===== config.mk =====
export PLATFORM = sky130hd
export DESIGN_NAME = alu_seq_datapath
export DESIGN_NICKNAME = d
export VERILOG_FILES = /design/src/rtl/alu_seq_datapath.sv
export SDC_FILE = /design/constraint.sdc
export NUM_CORES = 1
export LEC_CHECK = 0
export BUFFER_PORTS_ARGS = -buffer_cell sky130_fd_sc_hd__buf_4
export CORE_ASPECT_RATIO = 1.2
export CORE_UTILIZATION = 30
export CTS_CLUSTER_DIAMETER = 30
export DETAILED_ROUTE_END_ITERATION = 8
export GPL_TIMING_DRIVEN = 0
export SLEW_MARGIN = 20
export SYNTH_ARGS = -nofsm -noshare
export SYNTH_HDL_FRONTEND = slang
export SYNTH_SLANG_ARGS = --single-unit
export TNS_END_PERCENT = 20

===== constraint.sdc =====
create_clock -name clk -period 3 [get_ports clk]
set_clock_uncertainty 0.1 [all_clocks]
set_input_delay 0.3 -clock clk [delete_from_list [all_inputs] [get_ports clk]]
set_output_delay 0.3 -clock clk [all_outputs]
set_load 0.02 [all_outputs]

===== src/rtl/alu_seq_datapath.sv =====
// Multi-cycle ALU datapath: strobed operands, FSM execution with programmable latency, result FIFO.
// Optional feature: define ALU_SAT_EN to saturate ADD/SUB results instead of wrapping.
module alu_seq_datapath #(
    parameter int DATA_WIDTH  = 8,
    parameter int EXEC_CYCLES = 2,
    parameter int RES_DEPTH   = 4
) (
    input  logic                         clk,
    input  logic                         reset_n,
    input  logic [DATA_WIDTH-1:0]        alu_data,
    input  logic                         store_a,
    input  logic                         store_b,
    input  logic [1:0]                   opcode_value,
    input  logic                         start,
    output logic                         start_ready,
    output logic                         busy,
    output logic [DATA_WIDTH-1:0]        result,
    output logic                         overflow_def,
    output logic                         alu_done,
    input  logic                         result_ready,
    output logic [$clog2(RES_DEPTH):0]   fifo_count
);

    localparam int PTR_W = $clog2(RES_DEPTH);
    localparam int CNT_W = PTR_W + 1;
    localparam int EC_W  = $clog2(EXEC_CYCLES + 1);

    localparam logic [1:0] ST_IDLE  = 2'd0;
    localparam logic [1:0] ST_EXEC  = 2'd1;
    localparam logic [1:0] ST_WRITE = 2'd2;

    localparam logic [1:0] OP_ADD  = 2'b00;
    localparam logic [1:0] OP_SUB  = 2'b01;
    localparam logic [1:0] OP_PAR  = 2'b10;
    localparam logic [1:0] OP_COMP = 2'b11;

    function automatic logic parity_of(input logic [DATA_WIDTH-1:0] v);
        return ^v;
    endfunction

    logic [DATA_WIDTH-1:0] op_a_r, op_b_r;
    logic [DATA_WIDTH-1:0] work_a_r, work_b_r;
    logic [1:0]            work_op_r;
    logic [1:0]            state_r;
    logic [EC_W-1:0]       exec_cnt_r;
    logic [DATA_WIDTH:0]   mem_r [RES_DEPTH];
    logic [PTR_W-1:0]      wr_ptr_r, rd_ptr_r;
    logic [CNT_W-1:0]      count_r;

    logic                  full_s, empty_s, launch_s, push_s, pop_s;
    logic [DATA_WIDTH:0]   sum_s;
    logic [DATA_WIDTH-1:0] alu_res_s;
    logic                  alu_flag_s;
    logic [DATA_WIDTH:0]   head_s;

    assign full_s      = (count_r == CNT_W'(RES_DEPTH));
    assign empty_s     = (count_r == {CNT_W{1'b0}});
    assign start_ready = (state_r == ST_IDLE) && !full_s;
    assign launch_s    = start && start_ready;
    assign push_s      = (state_r == ST_WRITE);
    assign pop_s       = !empty_s && result_ready;
    assign busy        = (state_r == ST_EXEC) || (state_r == ST_WRITE);
    assign alu_done    = !empty_s;
    assign fifo_count  = count_r;
    assign head_s      = mem_r[rd_ptr_r];
    assign result      = empty_s ? {DATA_WIDTH{1'b0}} : head_s[DATA_WIDTH-1:0];
    assign overflow_def = empty_s ? 1'b0 : head_s[DATA_WIDTH];
    assign sum_s       = {1'b0, work_a_r} + {1'b0, work_b_r};

    // Result and flag for the snapshotted operation; only consumed in WRITE.
    always_comb begin
        alu_res_s  = {DATA_WIDTH{1'b0}};
        alu_flag_s = 1'b0;
        case (work_op_r)
            OP_ADD: begin
                alu_flag_s = sum_s[DATA_WIDTH];
`ifdef ALU_SAT_EN
                alu_res_s  = alu_flag_s ? {DATA_WIDTH{1'b1}} : sum_s[DATA_WIDTH-1:0];
`else
                alu_res_s  = sum_s[DATA_WIDTH-1:0];
`endif
            end
            OP_SUB: begin
                alu_flag_s = (work_a_r < work_b_r);
`ifdef ALU_SAT_EN
                alu_res_s  = alu_flag_s ? {DATA_WIDTH{1'b0}} : (work_a_r - work_b_r);
`else
                alu_res_s  = work_a_r - work_b_r;
`endif
            end
            OP_PAR: begin
                alu_res_s  = {{(DATA_WIDTH-1){1'b0}}, parity_of(work_a_r ^ work_b_r)};
                alu_flag_s = 1'b0;
            end
            OP_COMP: begin
                alu_res_s  = work_a_r ~^ work_b_r;
                alu_flag_s = 1'b0;
            end
            default: begin
                alu_res_s  = {DATA_WIDTH{1'b0}};
                alu_flag_s = 1'b0;
            end
        endcase
    end

    // Operand registers, writable in any state.
    always_ff @(posedge clk or negedge reset_n) begin
        if (!reset_n) begin
            op_a_r <= {DATA_WIDTH{1'b0}};
            op_b_r <= {DATA_WIDTH{1'b0}};
        end else begin
            if (store_a) op_a_r <= alu_data;
            if (store_b) op_b_r <= alu_data;
        end
    end

    // Control FSM; a launch snapshots pre-edge operands so later stores cannot disturb it.
    always_ff @(posedge clk or negedge reset_n) begin
        if (!reset_n) begin
            state_r    <= ST_IDLE;
            exec_cnt_r <= {EC_W{1'b0}};
            work_a_r   <= {DATA_WIDTH{1'b0}};
            work_b_r   <= {DATA_WIDTH{1'b0}};
            work_op_r  <= 2'b00;
        end else begin
            case (state_r)
                ST_IDLE: begin
                    if (launch_s) begin
                        state_r    <= ST_EXEC;
                        exec_cnt_r <= {EC_W{1'b0}};
                        work_a_r   <= op_a_r;
                        work_b_r   <= op_b_r;
                        work_op_r  <= opcode_value;
                    end
                end
                ST_EXEC: begin
                    if (exec_cnt_r == EC_W'(EXEC_CYCLES - 1)) begin
                        state_r    <= ST_WRITE;
                        exec_cnt_r <= {EC_W{1'b0}};
                    end else begin
                        exec_cnt_r <= exec_cnt_r + EC_W'(1);
                    end
                end
                ST_WRITE: state_r <= ST_IDLE;
                default:  state_r <= ST_IDLE;
            endcase
        end
    end

    // Result FIFO; a push never meets a full FIFO because launches are gated on !full.
    always_ff @(posedge clk or negedge reset_n) begin
        if (!reset_n) begin
            for (int i = 0; i < RES_DEPTH; i++) mem_r[i] <= {(DATA_WIDTH+1){1'b0}};
            wr_ptr_r <= {PTR_W{1'b0}};
            rd_ptr_r <= {PTR_W{1'b0}};
            count_r  <= {CNT_W{1'b0}};
        end else begin
            if (push_s) begin
                mem_r[wr_ptr_r] <= {alu_flag_s, alu_res_s};
                wr_ptr_r        <= wr_ptr_r + PTR_W'(1);
            end
            if (pop_s) rd_ptr_r <= rd_ptr_r + PTR_W'(1);
            case ({push_s, pop_s})
                2'b10:   count_r <= count_r + CNT_W'(1);
                2'b01:   count_r <= count_r - CNT_W'(1);
                default: count_r <= count_r;
            endcase
        end
    end

endmodule


==> impl_metrics.py, run 1 <==
metrics = {
    "run_status": {
        "outcome": "finished, final reports clean",
    },
    "sta": {
        "worst_pin_slew_ns": 0.7323,
        "finalHoldViolations": 0,
        "min_period_over_period_pct": 90.41,
        "setup_tns_ns": 0,
        "setup_viol": 0,
        "fin_crit_ns": 2.712,
        "rsz0062_at_grt": "false",
        "max_freq_ghz": 0.3687,
        "relSlewSlack_pct": 51.18,
        "maxSlewViolCount": 0,
        "whs_ns": 0.09865,
    },
    "grt": {
        "antenna_found_initial": 0,
        "grtUsageTotal_pct": 14.00,
        "grt_overflow": 0,
        "grt_pass1_wl_microns": 16910,
        "first_global_vias": 3354,
        "grt_max_degree": 82,
    },
    "route": {
        "drt_iter0_drc": 202,
        "wl_per_cell_microns": 15.00,
        "drc": 0,
        "routed_wl_microns": 9946,
        "drt_pass1_iterations": 4,
        "vias": 3292,
        "viasPerCell": 4.965,
        "ant_nets": 0,
    },
    "placed_design": {
        "dpl.hpwl_microns": 7413,
        "dp_cells": 646,
        "globalplace.congestion": 0.8877,
        "numPortBuffers": 28,
        "place_area_sq_um": 5011,
    },
    "flow_run": {
        "maxCapViolCount": 0,
    },
    "worst_setup_path": {
        "crit_fanout": 9,
        "cp-start-kind": "register",
        "crit_type": "reg2reg",
        "r2r_cells": 10,
        "rrSetupSlack_ns": 0.29,
        "reg2reg_from": "work_b_r[3]",
        "critPathArrivalTime_ns": 2.79,
        "r2r_end": "mem_r[24]",
        "end_kind": "register",
        "required_ns": 3.08,
    },
    "final_layout": {
        "area_growth_syn_to_layout_pct": 16.50,
        "fin_nets": 505,
        "final_cells": 663,
        "n_antenna_cell": 0,
        "final_common_cell": "dfrtp_1",
        "drive_above_1_share_pct": 21.60,
        "fill_cells": 1453,
        "final_cell_area_sq_um": 5301,
        "layout_common_cells": "dfrtp_1 (81), mux2_2 (38), nand2_1 (34), inv_1 (30), buf_4 (29)",
    },
    "yosys": {
        "synthArstFlopShare_pct": 100.0,
        "synth_cell_types": 54,
        "synthesis.area_sq_um": 4551,
        "synth_flop_cell": "dfrtp_1",
        "ys_seq_area_share_pct": 44.54,
        "synth.net_count": 465,
        "synth_cells": 418,
        "synth-edff-count": 0,
        "ys_seq_elements": 81,
        "yosysWarningCount": 0,
        "avgSynthCellArea_sq_um": 10.89,
    },
    "floorplanning": {
        "dieArea_sq_um": 15670,
        "die_y_microns": 136.9,
        "die_w_microns": 114.4,
        "rows": 48,
        "start_util_pct": 31.18,
        "core_area_sq_um": 14590,
        "pin_count": 31,
    },
    "clock_tree": {
        "clk-insertion-delay-late_ns": 0.33,
        "h-tree-depth": 3,
        "cts_sinks": 81,
        "clock_path_buffers": 2,
        "path_clk_slew_ns": 0.06,
        "cts_tree": "built",
        "cts-root-buf": "clkbuf_16",
        "numCtsBuffers": 9,
    },
    "pwr": {
        "peakVddDrop_uv": 476.7,
        "power.density_nw_per_um2": 1284,
        "leakagePower_uw": 0.002324,
    },
    "min_path": {
        "min_from": "opcode_value[0]",
        "min_path_cells": 2,
        "hold_class": "in2reg",
        "min_to": "work_op_r[0]",
    },
}
-- state kept, by name, indices dropped and copies added (netlist names) --
register,cells
work_op_r,2
exec_cnt_r,2
work_b_r,8
work_a_r,8
wr_ptr_r,2
fifo_count,3
rd_ptr_r,2
op_a_r,8
mem_r,36
state_r,2
op_b_r,8
-- cells in the mapped netlist (4+ instances only) --
| cell type | n | area, sq um |
|---|---|---|
| a211oi_1 | 8 | 60.06 |
| a21oi_1 | 13 | 65.06 |
| a31oi_1 | 6 | 37.54 |
| a41oi_1 | 5 | 43.79 |
| and2_1 | 16 | 100.1 |
| buf_1 | 5 | 18.77 |
| buf_2 | 5 | 25.02 |
| clkbuf_1 | 7 | 26.28 |
| dfrtp_1 | 81 | 2027 |
| ha_1 | 28 | 350.3 |
| inv_1 | 30 | 112.6 |
| mux2_2 | 38 | 427.9 |
| mux4_2 | 9 | 202.7 |
| nand2_1 | 34 | 127.6 |
| nand3_1 | 10 | 50.05 |
| nor2_1 | 21 | 78.83 |
| nor2b_1 | 5 | 31.28 |
| nor3_1 | 6 | 30.03 |
| nor4_1 | 6 | 37.54 |
| o211ai_1 | 6 | 45.04 |
| o21ai_0 | 19 | 95.09 |
| o31ai_1 | 7 | 52.55 |
| xnor2_1 | 6 | 52.55 |
| xor2_1 | 4 | 35.03 |
-- where the power goes --
group	leakage [uW]	internal, uW	switching (uW)
Sequential	0.000986	1540	292
Clock	0.000133	605	418
Combinational	0.00121	1720	2230
Total	0.00232	3870	2940
-- kinds of logic after synthesis --
family / count (synthesis) / share of synthesized area (%)
buf+inv: 51 / 4.839
fa+ha+maj: 31 / 9.019
xor+xnor: 10 / 1.925
flops: 81 / 44.54
simple gates: 109 / 11.88
compound gates: 87 / 13.50
mux: 49 / 14.30
-- worst max-delay path: stages (launching register included) --
cell and delay [ns]:
dfrtp_1 0.36, inv_1 0.05, ha_1 0.28, buf_6 0.13, inv_1 0.08, ha_1 0.19
and2_1 0.15, o31ai_1 0.38, a21oi_1 0.13, o32ai_1 0.53, a211oi_1 0.17
-- routing by layer --
layer  track usage [%]  wire [microns]  vias up
met5                 0               0        -
met4             7.937             178        0
met3             2.436             335       11
met2             22.59            4745       69
met1             17.72            4686     1634
li1                  -               -     1578
-- how the worst max path moves through the flow --
stage,startpoint,endpoint,slack (ns)
6_report,work_b_r[3],mem_r[24],0.29
5_1_grt,work_b_r[3],mem_r[24],0.12
4_1_cts,work_b_r[3],mem_r[24],0.31
3_5_place_dp,work_b_r[3],mem_r[24],0.33
3_3_place_gp,work_a_r[3],mem_r[33],0.40
2_1_floorplan,work_a_r[6],mem_r[0],0.76
-- final cells by class --
cell class / instances / area, sq um / share of cell area (%)
inverters: 30 / 112.6 / 2.124
flip-flops and latches: 81 / 2027 / 38.23
clock buffers: 14 / 264.0 / 4.980
repair buffers: 29 / 224.0 / 4.225
well taps: 200 / 250.2 / 4.720
multi-input cells: 286 / 2303 / 43.45
clock inverters: 2 / 12.51 / 0.2360
plain buffers: 21 / 107.6 / 2.030
-- through the flow --
stage	utilization [%]	power (uW)	setup slack, ns
6_report	36.33	6807	0.2877
5_1_grt	36.33	7390	0.1213
4_1_cts	36.23	6862	0.3115
3_5_place_dp	34.34	5818	0.3272
3_3_place_gp	34.34	5719	0.3993
2_1_floorplan	-	4719	0.7615
-- repair_timing --
| action | 4_1_cts | 5_1_grt |
|---|---|---|
| setup buffers | 0 | 0 |
| endpoints found under the hold margin | 0 | 54 |
| hold buffers | 0 | 1 |
| gates resized for setup | 0 | 0 |
(Power assumes the default switching activity.)
==> run 2: changes to the inputs <==
--- a/config.mk
+++ b/config.mk
@@ -11,6 +11,7 @@
 export CTS_CLUSTER_DIAMETER = 30
 export DETAILED_ROUTE_END_ITERATION = 8
 export GPL_TIMING_DRIVEN = 0
+export SETUP_SLACK_MARGIN = 0.5
 export SLEW_MARGIN = 20
 export SYNTH_ARGS = -nofsm -noshare
 export SYNTH_HDL_FRONTEND = slang
==> constraint.sdc (replaced) <==
create_clock -name clk -period 3 [get_ports clk]
set_clock_uncertainty 0.1 [all_clocks]
set_input_delay 0.3 -clock clk [delete_from_list [all_inputs] [get_ports clk]]
set_output_delay 0.3 -clock clk [all_outputs]
set_load 0.1 [all_outputs]
==> impl_metrics.py, run 2 (synthesis gave the netlist of run 1 again) <==
metrics = {
    "floorplanning": {
        "dieArea_sq_um": 15670,
        "core_area_sq_um": 14590,
        "rows": 48,
        "die_y_microns": 136.9,
        "start_util_pct": 31.18,
        "die_w_microns": 114.4,
        "pin_count": 31,
    },
    "final_layout": {
        "fin_nets": 507,
        "area_growth_syn_to_layout_pct": 19.49,
        "multiInputGateArea_sq_um": 2420,
        "n_antenna_cell": 0,
        "fill_cells": 1452,
        "regArea_sq_um": 2031,
        "layout_common_cells": "dfrtp_1 (78), mux2_2 (38), nand2_1 (34), buf_4 (30), inv_1 (28)",
        "largest_reg_flops": 36,
        "final_common_cell": "dfrtp_1",
        "largest-register": "mem_r",
        "drive_above_1_share_pct": 27.80,
    },
    "sta": {
        "finalHoldViolations": 0,
        "worst_pin_slew_ns": 0.7468,
        "maxSlewViolCount": 0,
        "setup_tns_ns": 0,
        "relSlewSlack_pct": 50.22,
        "setup_viol": 0,
        "max_freq_ghz": 0.4100,
        "fin_crit_ns": 2.439,
        "min_period_over_period_pct": 81.30,
        "rsz0062_at_grt": "true",
    },
    "worst_setup_path": {
        "critPathArrivalTime_ns": 2.04,
        "crit_path_start": "rd_ptr_r[0]",
        "reg2reg_from": "work_b_r[0]",
        "crit_type": "reg2out",
        "crit_fanout": 10,
        "required_ns": 2.60,
        "r2r_cells": 7,
        "cp-start-kind": "register",
        "end_kind": "output pin",
    },
    "route": {
        "vias": 3277,
        "drc": 0,
        "ant_nets": 0,
        "drt_iter0_drc": 190,
        "drt_pass1_iterations": 4,
        "viasPerCell": 4.935,
        "wl_per_cell_microns": 15.31,
        "routed_wl_microns": 10170,
    },
    "clock_tree": {
        "cts-root-buf": "clkbuf_16",
        "clk-insertion-delay-late_ns": 0.34,
        "numCtsBuffers": 9,
        "clock_path_buffers": 2,
        "path_clk_slew_ns": 0.06,
        "cts_tree": "built",
        "cts_sinks": 81,
        "h-tree-depth": 3,
    },
    "run_status": {
        "outcome": "finished, final reports clean",
    },
    "grt": {
        "grt_pass1_wl_microns": 16880,
        "first_global_vias": 3297,
        "antenna_found_initial": 0,
        "grt_max_degree": 82,
        "grt_overflow": 0,
        "grtUsageTotal_pct": 13.98,
    },
    "placed_design": {
        "dpl.hpwl_microns": 7581,
        "globalplace.congestion": 0.8803,
        "numPortBuffers": 28,
    },
    "min_path": {
        "hold_class": "in2reg",
        "min_path_cells": 2,
        "min_from": "opcode_value[0]",
    },
    "flow_run": {
        "maxCapViolCount": 0,
    },
}
-- run 2: cell count changes in the layout (fill, tap and decap cells not counted), moves of 3 or more --
cell	change
dfrtp_2	+3
ha_4	+5
dfrtp_1	-3
and2_2	+9
ha_1	-5
and2_1	-9
-- run 2: worst paths after layout --
path | endpoint | slack [ns]
min in group asynchronous | mem_r[30] | 0.45
max in group asynchronous | fifo_count[2] | 1.78
max reg2reg | mem_r[33] | 0.56
max | overflow_def | 0.56
min reg2reg | mem_r[10] | 0.38
min | work_op_r[0] | 0.10
-- run 2: layout make-up --
type,count,area share [%]
buffer,21,2.186
clock buffer,12,4.533
clock inverter,3,0.3221
inverter,30,2.117
multi-input combinational,286,44.50
sequential,81,37.34
tap,200,4.602
timing repair buffer,31,4.395
-- run 2: per-stage QoR --
| step | utilization (%) | instances | worst slack (ns) | cell area [sq um] | hold WS, ns |
|---|---|---|---|---|---|
| 2_1_floorplan | - | 418 | 0.5075 | 4573 | -0.09559 |
| 3_3_place_gp | 34.49 | 646 | 0.4775 | 5034 | 0.3568 |
| 3_5_place_dp | 34.49 | 646 | 0.3952 | 5034 | 0.3674 |
| 4_1_cts | 36.35 | 661 | 0.4101 | 5305 | 0.08993 |
| 5_1_grt | 37.26 | 664 | 0.3874 | 5438 | 0.09568 |
| 6_report | 37.26 | 664 | 0.5611 | 5438 | 0.1027 |
-- run 2: timing repair --
item,CTS,global route
gates resized for setup,1,20
hold buffers,0,1
pin swaps,0,2
hold endpoints to repair,0,34
endpoints found under the setup margin,12,32
buffers inserted,0,2
-- run 2: critical path: stages (launching register included) --
cell,delay (ns)
dfrtp_1,0.37
buf_2,0.34
mux4_2,0.56
and2_2,0.21
buf_4,0.23
-- run 2: metal layers --
metal / share of wire, % / global-route usage (%) / vias up
met2: 50 / 24.31 / 58
li1: - / - / 1577
met4: 0.93 / 3.680 / 0
met5: 0 / 0 / -
met3: 4.6 / 2.923 / 7
met1: 44 / 17.58 / 1635
Power of run 2 is left out: the tool's default activity adds up to more than one toggle a clock period on the data nets, which glitch-free logic cannot reach.
